==> src/rtl/priority_decoder_if.sv <==
// Request/acknowledge bus of the priority decoder.
// master drives requests and done strobes; slave is the decoder.
interface priority_decoder_if #(
   parameter int CNT_WIDTH = 8
);
   logic                 enable;
   logic                 in_valid;
   logic [2:0]           in_id;
   logic                 in_ready;
   logic [7:0]           done;
   logic [7:0]           ack;
   logic                 busy;
   logic                 timeout_err;
   logic [CNT_WIDTH-1:0] served;

   modport master (
      output enable,
      output in_valid,
      output in_id,
      output done,
      input  in_ready,
      input  ack,
      input  busy,
      input  timeout_err,
      input  served
   );

   modport slave (
      input  enable,
      input  in_valid,
      input  in_id,
      input  done,
      output in_ready,
      output ack,
      output busy,
      output timeout_err,
      output served
   );
endinterface

==> src/rtl/priority_decoder.sv <==
// Encoded-request acknowledger: one-hot ack held until the
// selected line reports done, or aborted after TIMEOUT cycles.
module priority_decoder #(
   parameter int TIMEOUT   = 16,
   parameter int CNT_WIDTH = 8
) (
   input logic           clk,
   input logic           reset,
   priority_decoder_if.slave bus
);

   typedef enum logic {
      IDLE = 1'b0,
      ACK  = 1'b1
   } state_t;

   localparam logic [7:0] TLAST = 8'(TIMEOUT - 1);

   state_t               state_q, state_d;
   logic [2:0]           id_q, id_d;
   logic [7:0]           ack_q, ack_d;
   logic [7:0]           timer_q, timer_d;
   logic [CNT_WIDTH-1:0] served_q, served_d;
   logic                 terr_q, terr_d;
   logic                 accept;
   logic                 hit;

   assign bus.in_ready    = (state_q == IDLE) & bus.enable;
   assign bus.ack         = ack_q;
   assign bus.busy        = (state_q == ACK);
   assign bus.timeout_err = terr_q;
   assign bus.served      = served_q;

   assign accept = bus.in_valid & bus.in_ready;
   assign hit    = bus.done[id_q];

   // next state: accept in IDLE; done beats timeout in ACK
   always_comb begin
      state_d  = state_q;
      id_d     = id_q;
      ack_d    = ack_q;
      timer_d  = timer_q;
      served_d = served_q;
      terr_d   = 1'b0;
      unique case (state_q)
         IDLE: begin
            if (accept) begin
               state_d = ACK;
               id_d    = bus.in_id;
               ack_d   = 8'h01 << bus.in_id;
               timer_d = 8'h00;
            end
         end
         ACK: begin
            if (hit) begin
               state_d  = IDLE;
               ack_d    = 8'h00;
               served_d = served_q + CNT_WIDTH'(1);
            end else if (timer_q == TLAST) begin
               state_d = IDLE;
               ack_d   = 8'h00;
               terr_d  = 1'b1;
            end else begin
               timer_d = timer_q + 8'h01;
            end
         end
         default: begin
            state_d = IDLE;
            ack_d   = 8'h00;
         end
      endcase
   end

   // state register; reset overrides any in-flight event
   always_ff @(posedge clk) begin
      if (reset) begin
         state_q  <= IDLE;
         id_q     <= 3'd0;
         ack_q    <= 8'h00;
         timer_q  <= 8'h00;
         served_q <= '0;
         terr_q   <= 1'b0;
      end else begin
         state_q  <= state_d;
         id_q     <= id_d;
         ack_q    <= ack_d;
         timer_q  <= timer_d;
         served_q <= served_d;
         terr_q   <= terr_d;
      end
   end

endmodule

==> src/flat_wrapper.sv <==
// flat-port wrapper written by rule: the top's interface ports become plain ports
module priority_decoder_flat 
#(
   parameter int TIMEOUT   = 16,
   parameter int CNT_WIDTH = 8
)
  (clk, reset, bus_enable, bus_in_valid, bus_in_id, bus_done, bus_in_ready, bus_ack, bus_busy, bus_timeout_err, bus_served);
  priority_decoder_if #(.CNT_WIDTH(CNT_WIDTH)) bus_i ();
  input logic clk;
  input logic reset;
  input wire logic [$bits(bus_i.enable)-1:0] bus_enable;
  input wire logic [$bits(bus_i.in_valid)-1:0] bus_in_valid;
  input wire logic [$bits(bus_i.in_id)-1:0] bus_in_id;
  input wire logic [$bits(bus_i.done)-1:0] bus_done;
  output wire logic [$bits(bus_i.in_ready)-1:0] bus_in_ready;
  output wire logic [$bits(bus_i.ack)-1:0] bus_ack;
  output wire logic [$bits(bus_i.busy)-1:0] bus_busy;
  output wire logic [$bits(bus_i.timeout_err)-1:0] bus_timeout_err;
  output wire logic [$bits(bus_i.served)-1:0] bus_served;
  assign bus_i.enable = bus_enable;
  assign bus_i.in_valid = bus_in_valid;
  assign bus_i.in_id = bus_in_id;
  assign bus_i.done = bus_done;
  assign bus_in_ready = bus_i.in_ready;
  assign bus_ack = bus_i.ack;
  assign bus_busy = bus_i.busy;
  assign bus_timeout_err = bus_i.timeout_err;
  assign bus_served = bus_i.served;
  priority_decoder #(.TIMEOUT(TIMEOUT), .CNT_WIDTH(CNT_WIDTH)) u_core (.clk(clk), .reset(reset), .bus(bus_i));
endmodule
==> config.mk <==
export PLATFORM = sky130hd
export DESIGN_NAME = priority_decoder_flat
export DESIGN_NICKNAME = d
export VERILOG_FILES = /design/src/rtl/priority_decoder_if.sv /design/src/rtl/priority_decoder.sv /design/src/flat_wrapper.sv
export SDC_FILE = /design/constraint.sdc
export NUM_CORES = 1
export LEC_CHECK = 0
export ABC_AREA = 1
export BUFFER_PORTS_ARGS = -buffer_cell sky130_fd_sc_hd__buf_4
export CORE_MARGIN = 2
export CORE_UTILIZATION = 58
export DETAILED_ROUTE_END_ITERATION = 8
export PLACE_DENSITY = 0.85
export SYNTH_ARGS = -nofsm -noshare
export SYNTH_HDL_FRONTEND = slang
export SYNTH_SLANG_ARGS = --single-unit
==> constraint.sdc <==
create_clock -name clk -period 2.3 [get_ports clk]
set_input_delay 0.115 -clock clk [delete_from_list [all_inputs] [get_ports clk]]
set_output_delay 0.115 -clock clk [all_outputs]
set_load 0.03 [all_outputs]
# ---- Yosys cells after proc, flatten, opt, wreduce, memory -nomap -nowiden
# Index checks and enable logic that the tools add are counted.
dict set report word_totals {
  ff_bits 29
  latch_bits 0
  ramBits 0
  rom_bits 0
  input_bits 15
  output_inout_bits 19
  elab_cells 38
  mem_count 0
}
dict set report classes {
  addsub 2
  multipliers 0
  div_mod_pow 0
  order_cmp 1
  eq_ne 5
  n_shift 1
  mux 15
  bitwise_logic 3
  n_reduce_logical 5
}
# cell count
set ops {}
lappend ops {{8-bit two-way mux} 6}
lappend ops {{8-bit one-hot mux with 2 select lines} 2}
lappend ops {{8-bit by 1-bit adder with 8-bit output (second input constant)} 2}
lappend ops {{8-bit by 4-bit == test with 1-bit output (second input constant)} 1}
lappend ops {{1-bit by 3-bit left shift with 8-bit output (first input constant)} 1}
lappend ops {{2-bit AND reduction} 3}
lappend ops {{1-bit two-way mux} 5}
lappend ops {{3-bit by 4-bit < comparator with 1-bit output (second input constant)} 1}
lappend ops {{2-bit inequality test (second input constant)} 2}
lappend ops {{1-bit binary-select mux with 3-bit select} 1}
lappend ops {{3-bit inequality test (second input constant)} 1}
lappend ops {{3-bit AND reduction} 1}
lappend ops {{3-bit OR reduction} 1}
lappend ops {{1-bit AND} 2}
lappend ops {{2-bit by 1-bit inequality test with 1-bit output (second input constant)} 1}
lappend ops {{1-bit one-hot mux with 2 select lines} 1}
lappend ops {{1-bit NOT} 1}

# ---- Logic depth before layout (Yosys ltp)
# Gate-level depths: netlist (run 1).
dict set report logic_depth {
  word_depth 5
  depth_mapped 11
  depth_no_buf 10
}

# ---- Worst setup path before layout (run 1)
# Ideal clock, no wire load.
dict set report synth_timing {
  kind {reg-to-reg}
  start {register u_core.state_q, in the netlist u_core.bus.busy}
  end {register u_core.ack_q[0], in the netlist u_core.bus.ack[0]}
  setup_time_ps 115
  arrival_time_ps 1639
  t_required_ps 2185
  setup_slack_ps 546
  stages_incl_launch_ff 6
  n_path_buf 1
  period_less_slack_ps 1754
  path_cell_list {dfxtp_1 nor2_1 nand2_1 clkbuf_1 a21oi_1 nor2_1}
}
dict set report synth_between {
  elab_chain_len 5
  elab_cells_between_ends 7
  classes_between {eq/ne (2); mux (1); bitwise (3); reduce/logical (1)}
}
# item line
set synth_lines {}
lappend synth_lines {{start: declaration} priority_decoder.sv:19} ;# state_t state_q, state_d;
lappend synth_lines {{start signal: assignment} priority_decoder.sv:84} ;# state_q <= state_d;
lappend synth_lines {{1-bit NOT} priority_decoder.sv:28} ;# assign bus.in_ready = (state_q == IDLE) & bus.enable;
lappend synth_lines {{1-bit AND} priority_decoder.sv:28}
lappend synth_lines {{named net bus_in_ready} flat_wrapper.sv:15} ;# output wire logic [$bits(bus_i.in_ready)-1:0] bus_in_ready;
lappend synth_lines {{1-bit AND} priority_decoder.sv:34} ;# assign accept = bus.in_valid & bus.in_ready;
lappend synth_lines {{2-bit by 1-bit inequality test with 1-bit output (no line)} -}
lappend synth_lines {{2-bit AND reduction (no line)} -}
lappend synth_lines {{end signal: assignment} priority_decoder.sv:86} ;# ack_q <= ack_d;
lappend synth_lines {{end: declaration} priority_decoder.sv:21} ;# logic [7:0] ack_q, ack_d;
# The timed path passes the listed nets, and every way through them passes these cells.
# A chain may end at the register's enable or synchronous reset.

# ---- Final worst setup path (run 1)
dict set report layout_timing {
  start {register u_core.timer_q[0]}
  end {register u_core.timer_q[7]}
}
dict set report layout_between {
  elab_chain_len 4
  elab_cells_between_ends 7
  classes_between {add/sub (1); eq/ne (2); mux (3); reduce/logical (1)}
}
# item line
set layout_lines {}
lappend layout_lines {{start: declaration} priority_decoder.sv:22} ;# logic [7:0] timer_q, timer_d;
lappend layout_lines {{start signal: assignment} priority_decoder.sv:87} ;# timer_q <= timer_d;
lappend layout_lines {{8-bit by 1-bit adder with 8-bit output} priority_decoder.sv:64} ;# timer_d = timer_q + 8'h01;
lappend layout_lines {{8-bit two-way mux} priority_decoder.sv:59} ;# end else if (timer_q == TLAST) begin
lappend layout_lines {{8-bit two-way mux} priority_decoder.sv:55} ;# if (hit) begin
lappend layout_lines {{8-bit one-hot mux with 2 select lines} priority_decoder.sv:45} ;# unique case (state_q)
# Parallel ways exist; a longest one is shown, timed or not. The select of a mux whose other input is x is not followed.

==> results of run 1 <==
worst max path at each step:
stage	start	end	slack [ns]	cells past startpoint
5_1_grt	u_core.timer_q[0]	u_core.timer_q[7]	0.49	9
3_3_place_gp	u_core.id_q[0]	u_core.bus.served[5]	0.75	9
3_5_place_dp	u_core.timer_q[0]	u_core.timer_q[7]	0.70	9
2_1_floorplan	u_core.bus.busy	u_core.bus.ack[0]	0.55	5
4_1_cts	u_core.timer_q[0]	u_core.timer_q[7]	0.68	9
6_report	u_core.timer_q[0]	u_core.timer_q[7]	0.68	9
sequential cells by signal (all words and copies together), names as in the netlist:
| signal | flops |
|---|---|
| u_core.bus.timeout_err | 1 |
| u_core.bus.busy | 1 |
| u_core.bus.served | 8 |
| u_core.id_q | 3 |
| u_core.timer_q | 8 |
| u_core.bus.ack | 8 |
worst max-delay path, cell delays in order (launching register included):
cell and delay, ns:
dfxtp_1 0.39, ha_1 0.22, nand2_2 0.08, nor2_2 0.18, nand3_4 0.14, nand3_1 0.13, nand2_1 0.15, nand2_1 0.12
nand2_1 0.06, nor2_1 0.09
cells in the final DEF (no fill, tap or decap):
| cell | instances |
|---|---|
| a21oi_1 | 24 |
| nor2_2 | 1 |
| nand2_2 | 1 |
| o21ai_0 | 5 |
| nand3_4 | 1 |
| nor2_1 | 38 |
| or2_2 | 1 |
| dfxtp_1 | 29 |
| xnor2_1 | 2 |
| o21bai_1 | 1 |
| xor2_1 | 2 |
| buf_4 | 35 |
| nand3_1 | 18 |
| ha_1 | 2 |
| clkbuf_4 | 5 |
| nand3_2 | 6 |
| nor3_1 | 1 |
| and3_1 | 1 |
| inv_2 | 1 |
| nand4_1 | 9 |
| inv_1 | 32 |
| clkinv_1 | 1 |
| bufinv_16 | 2 |
| nand2_1 | 55 |
| nand2_4 | 3 |
| clkinv_2 | 1 |
cell families after synthesis:
| group | synth area share, % |
|---|---|
| simple gates | 39.7 |
| compound gates | 9.52 |
| xor+xnor | 2.19 |
| fa+ha+maj | 1.56 |
| flops | 36.2 |
| buf+inv | 10.8 |
layer usage:
metal  global-route usage, %  vias to the layer above
met2                    37.2                       42
li1                        -                      839
met1                    28.3                      725
met4                    9.86                        0
met3                    6.22                        6
met5                       0                        -
cell type report:
cell class	count	area, um^2	area share [%]
repair buffers	35	263	13.4
multi-input cells	171	850	43.3
clock inverters	3	65.1	3.32
clock buffers	5	37.5	1.91
inverters	34	128	6.51
flip-flops and latches	29	581	29.6
well taps	31	38.8	1.98
power by group through the flow:
| stage | Sequential [mW] | Combinational (mW) | Clock [mW] |
|---|---|---|---|
| final | 0.553 | 0.256 | 0.526 |
| after detailed placement | 0.564 | 0.255 | 0 |
| after CTS | 0.553 | 0.256 | 0.534 |
| after global placement | 0.563 | 0.252 | 0 |
| after floorplan | 0.596 | 0.150 | 0 |
| after global routing | 0.557 | 0.285 | 0.557 |
metrics by stage:
stage,hold slack [ns],cell area [um^2],worst slack [ns]
floorplan,0.306,1600,0.546
global placement,0.366,1860,0.751
detailed placement,0.366,1860,0.702
CTS,0.00460,1960,0.678
global route,0.0108,1960,0.494
finish,0.00971,1960,0.681
==> results.json, run 1 <==
{
  "status": "complete, no violations",
  "leakagePower_nw": 0.964,
  "wl_per_cell_um": 10.8,
  "r2r_cells": 9,
  "num_antenna_cells": 0,
  "h-tree-depth": 2,
  "path_clk_slew_ns": 0.10,
  "avgSynthCellArea_um2": 6.65,
  "postCtsHoldBufs": 0,
  "yosys_most_used_dff": "dfxtp_1",
  "async_flop_share_pct": 0,
  "clock-sinks": 29,
  "vias": 1612,
  "critPathMaxFanout": 7,
  "highest_layer": "met4",
  "synthCells": 241,
  "grt_pass1_wl_mm": 5.75,
  "numPortBuffers": 33,
  "cap_violations": 0,
  "netlist_area_mm2": 0.00160,
  "r2r-start": "u_core.timer_q[0]",
  "hp-class": "primary input to register",
  "clock-root-buffer": "clkbuf_4",
  "antenna_found_initial": 0,
  "p_int_mw": 0.963,
  "nFillCells": 218,
  "yosysMostFrequentCell": "nand2_1",
  "startpoint_type": "register",
  "die_y_um": 56.6,
  "r2r-end": "u_core.timer_q[7]",
  "wl_mm": 3.34,
  "synth.top_cell.area_share_pct": 36.2,
  "cts_max_path_buffers": 2,
  "comb_power_share_pct": 19.2,
  "vdd_ir_drop_max_mv": 0.612,
  "dp_hpwl_mm": 2.43,
  "instances_no_fill": 308,
  "ctsResizeCount": 0,
  "ys_seq_area_share_pct": 36.2,
  "crit_type": "register to register",
  "start_util_pct": 59.7,
  "synth_common_cells": "nand2_1 (55), nor2_1 (38), inv_1 (32)",
  "p_switching_mw": 0.372,
  "power_switching_share_pct": 27.9,
  "dieArea_mm2": 0.00320,
  "post-cts-setup-buffer-count": 0,
  "grt_pass1_vias": 1368,
  "postRouteAntennaNets": 0,
  "clk_latency_ns": 0.33,
  "crit_path_end_kind": "register",
  "yosysWarnings": 0,
  "synth_nets": 258,
  "grt-ovfl-total": 0,
  "core-area_mm2": 0.00269,
  "final_util_pct": 73.0,
  "totalPowerFinal_mw": 1.34,
  "p_seq_share_pct": 41.4,
  "cp_data_required_time_ns": 2.57,
  "met1_length_mm": 1.52,
  "period_share_pct": 70.4,
  "cts_buffers": 5,
  "drt_iter0_drc": 60,
  "skew_ns": 0.00339,
  "worst_pin_slew_ns": 0.544,
  "synth_cell_types": 26,
  "wl_met3_um": 193,
  "yosysTopAreaCell": "dfxtp_1",
  "rsz0062_at_grt": "false",
  "dp.cells": 300,
  "drive_gt1_share_pct": 20.6,
  "crit_arrival_ns": 1.89,
  "fin_tns_setup_ns": 0,
  "setup_viol": 0,
  "syn_to_final_growth_pct": 22.4,
  "rows": 19,
  "holdPathEnd": "u_core.bus.served[7]",
  "synth_seq_cells": 29,
  "clockPowerShare_pct": 39.4,
  "min_period_ns": 1.62,
  "drtPass1Iterations": 4,
  "timing.slew.headroom_pct": 63.5,
  "drc_errors": 0,
  "grt_max_degree": 20,
  "hold_start": "reset",
  "viasPerCell": 5.23,
  "gp_congestion": 0.835,
  "synth_area_leaders": "dfxtp_1 (36%), nand2_1 (13%), nor2_1 (8.9%)",
  "fmax_ghz": 0.618,
  "met2_length_mm": 1.56,
  "layout.nets": 293,
  "io_pins": 34,
  "die_x_um": 56.6,
  "grt_util_all_layers_pct": 22.9,
  "cts_tree": "built",
  "r2r_setup_slack_ns": 0.68,
  "holdPathStages": 2,
  "pwr_density_cell_mw_per_mm2": 681,
  "drv_slew": 0,
  "synth_edf_count": 0,
  "hold_viol": 0
}
Note: power is estimated with default switching activity, not from simulation.
==> inputs of run 2 (changes only) <==
CORE_UTILIZATION = 54   (was 58)
PLACE_DENSITY = 0.8   (was 0.85)
clock period = 1.7 ns   (was 2.3 ns; I/O delays follow)
==> run 2 against run 1 <==
Cell area is 0.51% higher. Clock skew up 0.0022 ns. Clock-buffer cell count is 2 higher. Critical path type unchanged. Highest routed layer unchanged. Largest cell class unchanged. Sequential share of layout area fell by 0.15 points. Critical endpoint is now u_core.bus.ack[1]. Largest power group unchanged. Die area is 6.9% higher. Global-route usage fell by 1.3 points. Combinational power grew 40%. Worst setup slack got worse by 0.50 ns. Register-to-register slack worse by 0.50 ns. Core utilization fell by 2.1 points.
==> results.json, run 2 (synthesized netlist as in run 1, its figures left out) <==
{
  "status": "complete, no violations",
  "nFillCells": 253,
  "gp_congestion": 0.850,
  "layout.nets": 297,
  "critPathMaxFanout": 16,
  "final_util_pct": 70.9,
  "hp-class": "primary input to register",
  "period_share_pct": 89.3,
  "post-cts-setup-buffer-count": 0,
  "num_antenna_cells": 0,
  "crit_arrival_ns": 1.74,
  "r2r_setup_slack_ns": 0.18,
  "worstSetupStartpoint": "u_core.timer_q[0]",
  "worst_pin_slew_ns": 0.259,
  "drive_gt1_share_pct": 22.1,
  "r2r_cells": 8,
  "syn_to_final_growth_pct": 23.0,
  "vdd_ir_drop_max_mv": 0.756,
  "p_int_mw": 1.10,
  "die_x_um": 58.5,
  "viasPerCell": 5.15,
  "clock-sinks": 29,
  "pwr_density_cell_mw_per_mm2": 799,
  "drtPass1Iterations": 5,
  "dp_hpwl_mm": 2.47,
  "crit_path_end_kind": "register",
  "crit_type": "register to register",
  "multi_input_area_um2": 860,
  "seq_area_um2": 581,
  "antenna_found_initial": 0,
  "power_switching_share_pct": 30.5,
  "clk_latency_ns": 0.32,
  "crit_path_end": "u_core.bus.ack[1]",
  "slowest_stage": "dfxtp_1",
  "numPortBuffers": 33,
  "totalPowerFinal_mw": 1.58,
  "dieArea_mm2": 0.00342,
  "hold_viol": 0,
  "p_seq_share_pct": 47.3,
  "place_area_mm2": 0.00188,
  "core-area_mm2": 0.00278,
  "final_cell_mix": "nand2_1 (54), buf_4 (38), nor2_1 (37)",
  "die_y_um": 58.5,
  "path_common_cell": "nand2_4",
  "timing.slew.headroom_pct": 82.6,
  "io_pins": 34,
  "drv_slew": 0,
  "cp_data_required_time_ns": 1.92,
  "startpoint_type": "register",
  "start_util_pct": 57.6,
  "fin_tns_setup_ns": 0,
  "grt_util_all_layers_pct": 21.6,
  "cts_tree": "built",
  "fin_area_mm2": 0.00197,
  "clockPowerShare_pct": 29.9,
  "r2r-start": "u_core.timer_q[0]",
  "wl_mm": 3.29,
  "wl_per_cell_um": 10.5,
  "worstPathCellList": "ha_1 -> nand2_2 -> nor2_4 -> nand3_4 -> nand2_4 -> nand2_4 -> a21oi_1 -> nor2_1",
  "mostFrequentLayoutCell": "nand2_1",
  "drt_iter0_drc": 68,
  "rsz0062_at_grt": "false",
  "leakagePower_nw": 0.967,
  "skew_ns": 0.00560,
  "grt_pass1_wl_mm": 5.71,
  "vias": 1606,
  "clock-root-buffer": "clkbuf_4",
  "rows": 19,
  "comb_power_share_pct": 22.7,
  "grt-ovfl-total": 0,
  "min_period_ns": 1.52,
  "drc_errors": 0,
  "p_switching_mw": 0.480,
  "path_clk_slew_ns": 0.09,
  "postRouteAntennaNets": 0,
  "setup_viol": 0,
  "h-tree-depth": 2,
  "fmax_ghz": 0.659,
  "grt_max_degree": 17,
  "cts_max_path_buffers": 2,
  "cap_violations": 0,
  "r2r-end": "u_core.bus.ack[1]",
  "grt_pass1_vias": 1433,
  "crit_path_max_incr_delay_ns": 0.38,
  "cts_buffers": 5
}
## run 2: cell type report
class                           instances  share of cell area, %
Clock buffer                            7                   3.30
Multi-Input combinational cell        171                   43.6
Timing Repair Buffer                   39                   15.0
Inverter                               34                   6.47
Tap cell                               31                   1.97
Sequential cell                        29                   29.4
Clock inverter                          1                  0.254
## run 2: critical path: cells and delay by family (launching register included)
family,cells,cell delay (ns)
AOI/OAI and AO/OA,1,0.18
DFF,1,0.38
adders and majority gates,1,0.22
and+or+nand+nor,6,0.63
## run 2: worst min-delay path by stage
stage                     cells after the start                   end  slack (ns)         start
after detailed placement                      2  u_core.bus.served[6]        0.33         reset
after global placement                        2  u_core.bus.served[6]        0.33         reset
after global routing                          3        u_core.id_q[0]        0.11  bus_in_id[0]
after floorplan                               2        u_core.id_q[2]        0.28  bus_in_id[2]
after CTS                                     3        u_core.id_q[0]        0.06  bus_in_id[0]
final                                         3        u_core.id_q[0]        0.07  bus_in_id[0]
## run 2: per-layer routing
metal  GRT usage [%]  wire length (um)  vias up
li1                -                 -      848
met1            25.6              1480      709
met2            37.1              1570       47
met3            5.49               198        2
met4            8.97                31        0
met5               0                 0        -
## run 2: power groups by stage
| stage | Combinational (mW) | Clock, mW | Sequential, mW |
|---|---|---|---|
| after floorplan | 0.204 | 0 | 0.806 |
| after global placement | 0.350 | 0 | 0.762 |
| after detailed placement | 0.355 | 0 | 0.762 |
| after CTS | 0.359 | 0.488 | 0.746 |
| after global routing | 0.398 | 0.508 | 0.753 |
| final | 0.358 | 0.472 | 0.746 |
## run 2: timing repair
action / in CTS / in global routing
setup endpoints to repair: 0 / 3
hold buffers: 1 / 0
resized for setup: 0 / 2
hold endpoints to repair: 7 / 0
## run 2: through the flow
stage	worst slack (ns)	hold slack, ns	instances
6_report	0.183	0.0717	312
5_1_grt	0.0360	0.110	312
4_1_cts	0.127	0.0595	312
3_5_place_dp	0.141	0.332	303
3_3_place_gp	0.228	0.327	303
2_1_floorplan	0.133	0.276	241
